<file path="config.mk">
export PLATFORM = sky130hd
export DESIGN_NAME = clkout_bank
export DESIGN_NICKNAME = d
export VERILOG_FILES = /design/src/rtl/clkout_bank.sv
export SDC_FILE = /design/constraint.sdc
export NUM_CORES = 1
export LEC_CHECK = 0
export CORE_UTILIZATION = 25
export CTS_CLUSTER_DIAMETER = 150
export DETAILED_ROUTE_END_ITERATION = 6
export SYNTH_ARGS = -nofsm -noshare
export SYNTH_HDL_FRONTEND = slang
export SYNTH_SLANG_ARGS = --single-unit
</file>
<file path="constraint.sdc">
create_clock -name clk -period 2.34 [get_ports clk]
set_input_delay 0.468 -clock clk [delete_from_list [all_inputs] [get_ports clk]]
set_output_delay 0.468 -clock clk [all_outputs]
set_load 0.01 [all_outputs]
</file>
<file path="src/rtl/clkout_bank.sv">
// Clock-output bank: per-channel divide/high/phase counters behind an ALIGN/RUN sequencer.
// Define CLKOUT_BANK_DYN_RECONF_EN to enable the DRP shadow/commit reconfiguration port.
module clkout_bank #(
  parameter int CHANNELS       = 6,
  parameter int CNT_WIDTH      = 8,
  parameter int DEFAULT_DIVIDE = 4,
  parameter int DEFAULT_HIGH   = 2,
  parameter int DEFAULT_PHASE  = 0,
  parameter int LOCK_CYCLES    = 16
) (
  input  logic                clk,
  input  logic                RST,
  input  logic                PWRDWN,
  input  logic [6:0]          DADDR,
  input  logic                DEN,
  input  logic                DWE,
  input  logic [15:0]         DI,
  output logic [15:0]         DO,
  output logic                DRDY,
  output logic [CHANNELS-1:0] CLKOUT,
  output logic                LOCKED
);

  typedef logic [CNT_WIDTH-1:0] cnt_t;
  typedef enum logic [1:0] {IDLE, ALIGN, RUN} state_e;

  function automatic cnt_t clampDiv(input cnt_t v);
    return (v < cnt_t'(2)) ? cnt_t'(2) : v;
  endfunction

  function automatic cnt_t clampHigh(input cnt_t h, input cnt_t d);
    if (h == cnt_t'(0)) return cnt_t'(1);
    if (h >= d) return d - cnt_t'(1);
    return h;
  endfunction

  localparam cnt_t        RST_DIV   = clampDiv(cnt_t'(DEFAULT_DIVIDE));
  localparam cnt_t        RST_HIGH  = clampHigh(cnt_t'(DEFAULT_HIGH), RST_DIV);
  localparam cnt_t        RST_PHASE = cnt_t'(DEFAULT_PHASE);
  localparam logic [15:0] LOCK_MAX  = 16'(LOCK_CYCLES);

  state_e              state_q, state_d;
  cnt_t                divAct   [CHANNELS];
  cnt_t                highAct  [CHANNELS];
  cnt_t                phaseAct [CHANNELS];
  cnt_t                divCnt_q   [CHANNELS];
  cnt_t                phaseCnt_q [CHANNELS];
  logic [CHANNELS-1:0] run_q;
  logic [CHANNELS-1:0] running;
  logic [15:0]         lockCnt_q;
  logic                commit;
  logic                restart;
  logic                unusedInputs;

  assign unusedInputs = ^{DADDR, DEN, DWE, DI};

`ifdef CLKOUT_BANK_DYN_RECONF_EN
  cnt_t        divShd_q   [CHANNELS];
  cnt_t        highShd_q  [CHANNELS];
  cnt_t        phaseShd_q [CHANNELS];
  cnt_t        divAct_q   [CHANNELS];
  cnt_t        highAct_q  [CHANNELS];
  cnt_t        phaseAct_q [CHANNELS];
  logic        drdy_q;
  logic [15:0] do_q;
  logic [15:0] rdData;
  logic        access;

  // A new access is only accepted when the previous one is not completing this cycle
  assign access = DEN && !drdy_q;
  assign commit = access && DWE && (DADDR == 7'h7F);
  assign DRDY   = drdy_q;
  assign DO     = do_q;

  always_comb begin
    rdData = '0;
    for (int c = 0; c < CHANNELS; c++) begin
      divAct[c]   = divAct_q[c];
      highAct[c]  = highAct_q[c];
      phaseAct[c] = phaseAct_q[c];
      if (DADDR == 7'(3*c))     rdData = 16'(divShd_q[c]);
      if (DADDR == 7'(3*c + 1)) rdData = 16'(highShd_q[c]);
      if (DADDR == 7'(3*c + 2)) rdData = 16'(phaseShd_q[c]);
    end
  end

  always_ff @(posedge clk) begin
    if (!RST) begin
      drdy_q <= 1'b0;
      do_q   <= '0;
      for (int c = 0; c < CHANNELS; c++) begin
        divShd_q[c]   <= RST_DIV;
        highShd_q[c]  <= RST_HIGH;
        phaseShd_q[c] <= RST_PHASE;
        divAct_q[c]   <= RST_DIV;
        highAct_q[c]  <= RST_HIGH;
        phaseAct_q[c] <= RST_PHASE;
      end
    end else begin
      drdy_q <= access;
      do_q   <= (access && !DWE) ? rdData : '0;
      if (access && DWE) begin
        // HIGH is clamped against the shadow DIVIDE as it stands at write time
        for (int c = 0; c < CHANNELS; c++) begin
          if (DADDR == 7'(3*c))     divShd_q[c]   <= clampDiv(DI[CNT_WIDTH-1:0]);
          if (DADDR == 7'(3*c + 1)) highShd_q[c]  <= clampHigh(DI[CNT_WIDTH-1:0], divShd_q[c]);
          if (DADDR == 7'(3*c + 2)) phaseShd_q[c] <= DI[CNT_WIDTH-1:0];
          if (commit) begin
            divAct_q[c]   <= divShd_q[c];
            highAct_q[c]  <= highShd_q[c];
            phaseAct_q[c] <= phaseShd_q[c];
          end
        end
      end
    end
  end
`else
  assign commit = 1'b0;
  assign DRDY   = 1'b0;
  assign DO     = '0;

  always_comb begin
    for (int c = 0; c < CHANNELS; c++) begin
      divAct[c]   = RST_DIV;
      highAct[c]  = RST_HIGH;
      phaseAct[c] = RST_PHASE;
    end
  end
`endif

  // A channel runs once its phase delay has elapsed; the phase count is only live in ALIGN
  always_comb begin
    CLKOUT = '0;
    for (int c = 0; c < CHANNELS; c++) begin
      running[c] = run_q[c] || ((state_q == ALIGN) && (phaseCnt_q[c] == phaseAct[c]));
      CLKOUT[c]  = !PWRDWN && running[c] && (divCnt_q[c] < highAct[c]);
    end
  end

  always_comb begin
    state_d = state_q;
    case (state_q)
      IDLE:    state_d = ALIGN;
      ALIGN:   if (&running) state_d = RUN;
      RUN:     state_d = RUN;
      default: state_d = IDLE;
    endcase
    if (commit) state_d = ALIGN;
    if (PWRDWN) state_d = IDLE;
  end

  assign restart = (state_d == IDLE) || ((state_d == ALIGN) && ((state_q != ALIGN) || commit));
  assign LOCKED  = !PWRDWN && (state_q == RUN) && (lockCnt_q == LOCK_MAX);

  always_ff @(posedge clk) begin
    if (!RST) state_q <= IDLE;
    else      state_q <= state_d;
  end

  always_ff @(posedge clk) begin
    if (!RST || restart) begin
      run_q <= '0;
      for (int c = 0; c < CHANNELS; c++) begin
        divCnt_q[c]   <= '0;
        phaseCnt_q[c] <= '0;
      end
    end else begin
      for (int c = 0; c < CHANNELS; c++) begin
        if (running[c]) begin
          run_q[c]    <= 1'b1;
          divCnt_q[c] <= (divCnt_q[c] >= divAct[c] - cnt_t'(1)) ? '0 : divCnt_q[c] + cnt_t'(1);
        end else begin
          phaseCnt_q[c] <= phaseCnt_q[c] + cnt_t'(1);
        end
      end
    end
  end

  always_ff @(posedge clk) begin
    if (!RST || (state_q != RUN) || (state_d != RUN)) lockCnt_q <= '0;
    else if (lockCnt_q != LOCK_MAX)                   lockCnt_q <= lockCnt_q + 16'd1;
  end

endmodule

</file>
# Word-level counts from Yosys, hierarchy flattened
# Memory sizes are Yosys's and may differ from the RTL's.
# Index checks and enable logic that the tools add are counted.
[op_classes] eq_ne=8 n_addsub=13 mux=59 bitwise_logic=12 magnitude_cmp=12 n_reduce_logical=42
[ops] operator="$mux W8" count=18
[ops] operator="$add A8 B1 Y8 const B" count=12
[ops] operator="$ge A8 B2 Y1 const B" count=6
[ops] operator="$logic_not A8 Y1" count=6
[ops] operator="$lt A8 B2 Y1 const B" count=6
[ops] operator="$mux W1" count=38
[ops] operator="$logic_and A1 B1 Y1" count=21
[ops] operator="$add A16 B1 Y16 const B" count=1
[ops] operator="$eq A16 B5 Y1 const B" count=1
[ops] operator="$ne A16 B5 Y1 const B" count=1
[ops] operator="$or A1 B1 Y1" count=12
[ops] operator="$logic_or A1 B1 Y1" count=10
[ops] operator="$pmux W2 S3" count=1
[ops] operator="$reduce_and A6 Y1" count=1
[ops] operator="$eq A2 B1 Y1 const B" count=2
[ops] operator="$logic_not A2 Y1" count=2
[ops] operator="$mux W2" count=2
[ops] operator="$ne A2 B2 Y1 const B" count=2
[ops] operator="$eq A2 B2 Y1 const B" count=1
[ops] operator="$logic_not A1 Y1" count=2
[ops] operator="$ne A2 B1 Y1 const B" count=1
[totals] inputBits=28 memories=2 regBits=24 word_cells=156 output_inout_bits=24 ramBits=96
[mem_list] name="divCnt_q" depth=6 word_bits=8 read_ports=6 rd_clocked_by_memory_dff=0 wr=6 line_no="46" rtl="cnt_t divCnt_q [CHANNELS];"
[mem_list] name="phaseCnt_q" depth=6 word_bits=8 read_ports=6 rd_clocked_by_memory_dff=0 wr=6 line_no="47" rtl="cnt_t phaseCnt_q [CHANNELS];"

# Depth between registers and ports, before layout
# Gate-level depths: netlist (run 1).
# An unclocked memory read counts as a cell.
[logic_depth] depth_word=15 mapped_depth=7 ltp_nobuf=7

# Worst setup path after synthesis (run 1)
# OpenSTA, ideal clock, no wires.
[synth_timing] kind="reg2out" from="memory phaseCnt_q[0][32] (netlist name)" to="output port CLKOUT[4]" path_stages_with_launch=7 t_required_ns=1.872 arrival_ns=1.767 path_slack_ns=0.105 n_path_buf=0 path_cell_list="edfxtp_1 > inv_1 > ha_1 > nor4b_2 > a31oi_1 > or4_1 > nor3_1"
[synth_rtl] element="start: declaration" line_no="47"
[synth_rtl] element="end: declaration" line_no="20" rtl="output logic [CHANNELS-1:0] CLKOUT,"

==> results of run 1 <==
layout make-up:
cell class	instances	area [sq um]
clock inverter	9	77.6
tap	275	344
sequential	120	3360
timing repair buffer	104	858
multi-input combinational	333	2180
inverter	30	113
fill	2084	13700
clock buffer	23	468
worst max-delay path, delay by kind of cell, from the launching register on:
family / cells / cell delay [ns]
AO/OA/AOI/OAI: 1 / 0.13
buffers and inverters: 2 / 0.24
AND/OR/NAND/NOR: 3 / 0.82
adder cells (fa/ha/maj): 1 / 0.15
flip-flops: 1 / 0.39
stage by stage:
stage	instances	cell area, sq um	setup WS [ns]
2_1_floorplan	504	5630	0.105
5_1_grt	894	7410	-0.406
4_1_cts	895	7370	-0.320
6_report	894	7410	-0.275
3_5_place_dp	854	6650	-0.438
3_3_place_gp	854	6650	-0.380
worst min-delay path by stage:
stage | depth (start not counted) | start | slack [ns] | to
2_1_floorplan | 2 | lockCnt_q[15]$_SDFFE_PP0N_ | 0.46 | lockCnt_q[15]$_SDFFE_PP0N_
3_3_place_gp | 2 | lockCnt_q[15]$_SDFFE_PP0N_ | 0.47 | lockCnt_q[15]$_SDFFE_PP0N_
3_5_place_dp | 2 | lockCnt_q[15]$_SDFFE_PP0N_ | 0.48 | lockCnt_q[15]$_SDFFE_PP0N_
4_1_cts | 2 | lockCnt_q[15]$_SDFFE_PP0N_ | 0.49 | lockCnt_q[15]$_SDFFE_PP0N_
5_1_grt | 2 | lockCnt_q[15]$_SDFFE_PP0N_ | 0.55 | lockCnt_q[15]$_SDFFE_PP0N_
6_report | 2 | lockCnt_q[15]$_SDFFE_PP0N_ | 0.49 | lockCnt_q[15]$_SDFFE_PP0N_
flip-flops by register name, indices dropped and copies added (netlist names):
register    count
divCnt_q       48
run_q           6
state_q         2
lockCnt_q      16
phaseCnt_q     48
cell families after synthesis:
family | count (synthesis)
AO/OA/AOI/OAI | 17
XOR/XNOR | 47
adder cells (fa/ha/maj) | 20
buffers and inverters | 51
flip-flops | 120
multiplexers | 1
other | 1
AND/OR/NAND/NOR | 195
synthesized netlist by cell type:
cell type / n / area [sq um]
a21oi_1: 5 / 25.0
a31oi_1: 5 / 31.3
a41oi_1: 1 / 8.76
and2_1: 1 / 6.26
and3_1: 18 / 113
buf_2: 2 / 10.0
buf_4: 17 / 128
clkbuf_1: 2 / 7.51
conb_1: 1 / 3.75
dfxtp_1: 24 / 480
edfxtp_1: 96 / 2880
ha_1: 20 / 250
inv_1: 30 / 113
mux2i_1: 1 / 10.0
nand2_1: 14 / 52.6
nand2b_1: 5 / 31.3
nand3_1: 28 / 140
nand3_2: 1 / 10.0
nand3b_1: 1 / 7.51
nand4_1: 4 / 25.0
nor2_1: 62 / 233
nor2b_1: 3 / 18.8
nor3_1: 12 / 60.1
nor3b_1: 2 / 15.0
nor4_1: 25 / 156
nor4b_1: 3 / 26.3
nor4b_2: 4 / 60.1
o21a_1: 1 / 7.51
o21ai_0: 3 / 15.0
o21ai_1: 1 / 5.00
o31ai_1: 1 / 7.51
or2_2: 1 / 6.26
or3_1: 4 / 25.0
or4_1: 7 / 52.6
xnor2_1: 20 / 175
xor2_1: 27 / 236
per-layer routing:
layer  routed length [microns]  up-vias  track usage [%]
li1                          -     1868                -
met5                         0        -                0
met4                       202        0             5.00
met2                      4580       37             15.0
met1                      4590     1652             11.7
met3                       252       16             2.74
power breakdown:
| part | leakage (nW) | total (mW) | internal, mW | switching, mW |
|---|---|---|---|---|
| logic | 1.41 | 0.194 | 0.0933 | 0.101 |
| registers | 1.30 | 2.38 | 2.35 | 0.0250 |
| clock network | 0.264 | 2.39 | 1.50 | 0.887 |
| total | 2.98 | 4.96 | 3.95 | 1.01 |
what timing repair did:
action,in CTS,in global routing
gates resized for setup,53,12
pin swaps,20,10
hold endpoints to repair,0,0
endpoints found under the setup margin,7,40
setup buffers,13,1
==> run_results.csv, run 1 <==
group,metric,value,unit
floorplanning,coreArea,21200,sq um
final_layout,final_common_cell,"edfxtp_1",
global_routing,grt_pass1_vias,3546,
sta,holdWs,0.487,ns
route,routedWlPerCell,10.8,microns
sta,setup-tns-final,-0.704,ns
synthesis,synth-seq-area-share,61.9,%
worst_setup_path,critPathArrivalTime,2.15,ns
status,status,"finished, violations left",
status,violations,"setup timing",
clocking,cts_hold_buf,0,
worst_setup_path,path_cells,"inv_1 -> ha_1 -> nor4b_4 -> a31oi_2 -> or4_4 -> nor3_4 -> buf_2",
sta,finalMaxSlewViolations,0,
global_routing,grt_usage,9.50,%
final_layout,drive_above_1_share,25.5,%
place,place_congestion,0.727,
worst_hold_path,hp-class,"reg -> reg",
clocking,htree_num_levels,4,
clocking,clkTransAtPathRegs,0.05,ns
route,via_count,3573,
floorplanning,dieHeight,149,microns
sta,setup-violations-final,3,
worst_setup_path,r2r_cells,11,
synthesis,synth_cells,452,
sta,period_share,112,%
route,postRouteAntennaNets,0,
floorplanning,num_rows,53,
power,ir_worst_vdd,508,uV
worst_setup_path,ff2ff_setup_slack,0.19,ns
synthesis,synth.cell_area,5440,sq um
clocking,clock_path_buffers,2,
final_layout,mostFrequentLayoutCells,"edfxtp_1, buf_4, nor2_1",
worst_setup_path,end_kind,"output pin",
final_layout,final_core_util,35.0,%
power,power.total,4.96,mW
sta,setup_ws,-0.275,ns
worst_setup_path,r2r_start,"phaseCnt_q[0][16]$_SDFFCE_PN0P_",
floorplanning,die-area,22300,sq um
final_layout,final_nets,654,
synthesis,synth-compound-area-share,1.84,%
sta,hold_viol_final,0,
worst_setup_path,critical_path.max_stage_delay,0.45,ns
synthesis,synthAdderAreaFrac,4.60,%
floorplanning,num_io_pins,52,
worst_setup_path,reg2reg_to,"state_q[1]$_SDFF_PN0_",
clocking,cts_tree,"yes",
worst_setup_path,endpoint,"CLKOUT[3]",
worst_setup_path,startpoint_type,"flop",
synthesis,ys_ff_latch,120,
sta,rsz0062_at_grt,"true",
power,leakagePower,2.98,nW
global_routing,grt_antenna_before_repair,0,
worst_setup_path,required,1.87,ns
clocking,numClockSinks,120,
worst_setup_path,path_class,"reg -> out",
final_layout,n_antenna_cell,0,
synthesis,synth.area.mux_share,0.184,%
place,dp_hpwl,6.59,mm
floorplanning,initial_core_util,25.7,%
global_routing,grt-ovfl-total,0,
route,drc_errors,0,
job,maxCapViolations,0,
synthesis,ys_types,36,
sta,fin_worst_skew,0.00660,ns
worst_setup_path,cp_slowest_cell,"or4_4",
clocking,clockRootBuffer,"clkbuf_16",
clocking,cts_buffers,17,
power,powerDensity,670,nW/um^2
route,wirelength,9.62,mm
global_routing,grt_pass1_wl,16.4,mm
route,drtPass1Iterations,4,
route,avgViaCountPerCell,4.00,
route,drt_iter0_markers,142,
floorplanning,die_width,149,microns
synthesis,yosys.area_share.xor_xnor,7.57,%
final_layout,area_delta_synth_final,36.3,%
global_routing,grt_max_degree,17,
clocking,clock_latency,0.42,ns
worst_setup_path,crit_start,"phaseCnt_q[0][25]$_SDFFCE_PN0P_",
sta,fmax,382,MHz
sta,min_period,2.62,ns
synthesis,synth_top_family_by_area,"simple AND/OR/NAND/NOR gates",
synthesis,syn_avg_cell_area,12.0,sq um
worst_setup_path,cp_max_fo,2,
synthesis,synth.yosys.warnings,0,
place,io_buffer_count,9,
synthesis,synth-simple-area-share,19.1,%
No activity file was read; power rests on OpenSTA's default activity.
==> run 2: changes to the inputs <==
--- a/config.mk
+++ b/config.mk
@@ -5,6 +5,7 @@
 export SDC_FILE = /design/constraint.sdc
 export NUM_CORES = 1
 export LEC_CHECK = 0
+export CAP_MARGIN = 20
 export CORE_UTILIZATION = 25
 export CTS_CLUSTER_DIAMETER = 150
 export DETAILED_ROUTE_END_ITERATION = 6
==> results of run 2 <==
No change in the layout: final DEF, timing and power equal those of run 1.
==> run 3: changes to the inputs <==
==> constraint.sdc (replaced) <==
create_clock -name clk -period 2.34 [get_ports clk]
set_input_delay 0.468 -clock clk [delete_from_list [all_inputs] [get_ports clk]]
set_output_delay 0.468 -clock clk [all_outputs]
set_load 0.1 [all_outputs]
==> run_results.csv, run 3 (synthesis results as in run 1) <==
group,metric,value,unit
sta,rsz0062_at_grt,"true",
route,drtPass1Iterations,4,
final_layout,post-route-cell-area,7360,sq um
global_routing,grt_max_degree,17,
clocking,cts_hold_buf,0,
clocking,clockRootBuffer,"clkbuf_16",
clocking,clock_path_buffers,2,
global_routing,grt_antenna_before_repair,0,
status,violations,"setup timing",
worst_setup_path,endpoint,"CLKOUT[3]",
worst_hold_path,hp-class,"reg -> reg",
worst_setup_path,startpoint_type,"flop",
power,power.total,5.27,mW
power,power_switching_share,21.7,%
floorplanning,num_io_pins,52,
final_layout,n_antenna_cell,0,
worst_setup_path,reg2reg_to,"divCnt_q[1][1]$_SDFFCE_PP0P_",
power,p_int,4.13,mW
route,via_count,3488,
worst_setup_path,critPathArrivalTime,2.24,ns
power,p_comb_share,5.4,%
floorplanning,die-area,22300,sq um
status,status,"finished, violations left",
power,ir_worst_vdd,406,uV
clocking,cts_buffers,17,
floorplanning,coreArea,21200,sq um
clocking,numClockSinks,120,
worst_setup_path,cp_max_fo,2,
sta,fin_worst_skew,0.00703,ns
final_layout,final_common_cell,"edfxtp_1",
clocking,htree_num_levels,4,
place,dp_hpwl,6.50,mm
worst_setup_path,crit_start,"divCnt_q[3][6]$_SDFFCE_PP0P_",
final_layout,drive_above_1_share,21.8,%
sta,fmax,369,MHz
sta,period_share,116,%
place,placement.cell_area,6620,sq um
sta,setup-violations-final,4,
worst_setup_path,r2r_cells,6,
place,place_congestion,0.730,
floorplanning,die_width,149,microns
power,leakagePower,2.87,nW
route,wirelength,9.43,mm
route,postRouteAntennaNets,0,
floorplanning,initial_core_util,25.7,%
worst_setup_path,path_class,"reg -> out",
final_layout,fillerInstances,2028,
power,p_switching,1.14,mW
worst_setup_path,end_kind,"output pin",
final_layout,area_delta_synth_final,35.4,%
route,drt_iter0_markers,179,
floorplanning,dieHeight,149,microns
sta,setup_ws,-0.373,ns
power,seq_power_share,45.1,%
global_routing,grt_usage,9.55,%
final_layout,mostFrequentLayoutCells,"edfxtp_1, nor2_1, conb_1",
route,drc_errors,0,
global_routing,grt_pass1_wl,16.2,mm
worst_setup_path,required,1.87,ns
job,maxCapViolations,0,
clocking,cts_tree,"yes",
place,io_buffer_count,9,
power,powerDensity,716,nW/um^2
sta,hold_viol_final,0,
sta,min_period,2.71,ns
sta,finalMaxSlewViolations,0,
route,routedWlPerCell,11.0,microns
place,place_ws,-0.00947,ns
worst_setup_path,ff2ff_setup_slack,0.23,ns
final_layout,largest_registers,"divCnt_q x48, phaseCnt_q x48, lockCnt_q x16",
global_routing,grt-ovfl-total,0,
floorplanning,num_rows,53,
global_routing,grt_pass1_vias,3420,
clocking,clock_latency,0.41,ns
power,clkPwrFrac,49.5,%
clocking,clkTransAtPathRegs,0.05,ns
worst_setup_path,r2r_start,"phaseCnt_q[0][15]$_SDFFCE_PN0P_",
final_layout,final_nets,614,
sta,holdWs,0.498,ns
route,avgViaCountPerCell,4.08,
[run 3: cell types whose count changed in the layout (fill, tap and decap cells not counted), moves of 3 or more]
cell	previous run	this run
a31oi_1	3	0
a31oi_2	2	5
buf_12	6	15
buf_2	6	0
buf_4	85	47
buf_6	4	0
clkinv_4	1	4
nor4_2	1	4
nor4b_4	3	6
[run 3: worst max-delay path: stages, from the launching register on]
cell and delay (ns):
edfxtp_1 0.34, or4_1 0.54, or4_4 0.52, nor3_4 0.21, buf_12 0.21
[run 3: routing by layer]
metal | track usage [%] | part of all wire (%)
met4 | 4.44 | 1.5
met2 | 15.0 | 50
met3 | 3.60 | 3.5
met5 | 0 | 0
met1 | 11.5 | 45
[run 3: worst min-delay path by stage]
stage / startpoint / endpoint / slack [ns] / cells after the start
2_1_floorplan: lockCnt_q[15]$_SDFFE_PP0N_ / lockCnt_q[15]$_SDFFE_PP0N_ / 0.46 / 2
3_3_place_gp: lockCnt_q[15]$_SDFFE_PP0N_ / lockCnt_q[15]$_SDFFE_PP0N_ / 0.48 / 2
3_5_place_dp: lockCnt_q[15]$_SDFFE_PP0N_ / lockCnt_q[15]$_SDFFE_PP0N_ / 0.48 / 2
4_1_cts: lockCnt_q[15]$_SDFFE_PP0N_ / lockCnt_q[15]$_SDFFE_PP0N_ / 0.49 / 2
5_1_grt: lockCnt_q[15]$_SDFFE_PP0N_ / lockCnt_q[15]$_SDFFE_PP0N_ / 0.54 / 2
6_report: lockCnt_q[15]$_SDFFE_PP0N_ / lockCnt_q[15]$_SDFFE_PP0N_ / 0.50 / 2
[run 3: power by group through the flow]
stage          clock network, mW  logic, mW  registers [mW]
2_1_floorplan                  0      0.224            2.42
3_3_place_gp                   0      0.271            2.42
3_5_place_dp                   0      0.273            2.42
4_1_cts                     2.68      0.283            2.38
5_1_grt                     2.77      0.306            2.38
6_report                    2.61      0.283            2.38
[run 3: layout make-up]
class	count	area (sq um)	share of cell area, %
repair buffers	64	673	9.15
multi-input cells	333	2260	30.7
clock buffers	20	447	6.07
clock inverters	12	151	2.06
flip-flops and latches	120	3370	45.8
inverters	30	113	1.53
well taps	275	344	4.68
[run 3: metrics by stage]
step                TNS [ns]  instances  utilization (%)
CTS                    -1.35        853             34.7
finish                 -1.05        854             34.8
global placement           0        814             31.3
detailed placement  -0.00947        814             31.3
global route           -1.78        854             34.8
floorplan              -1.42        504                -
[run 3: repair_timing]
item / in CTS / in global routing
gates resized for setup: 13 / 3
pin swaps: 11 / 5
setup endpoints to repair: 7 / 7
setup buffers: 7 / 1
hold endpoints to repair: 0 / 0
gates cloned: 0 / 0
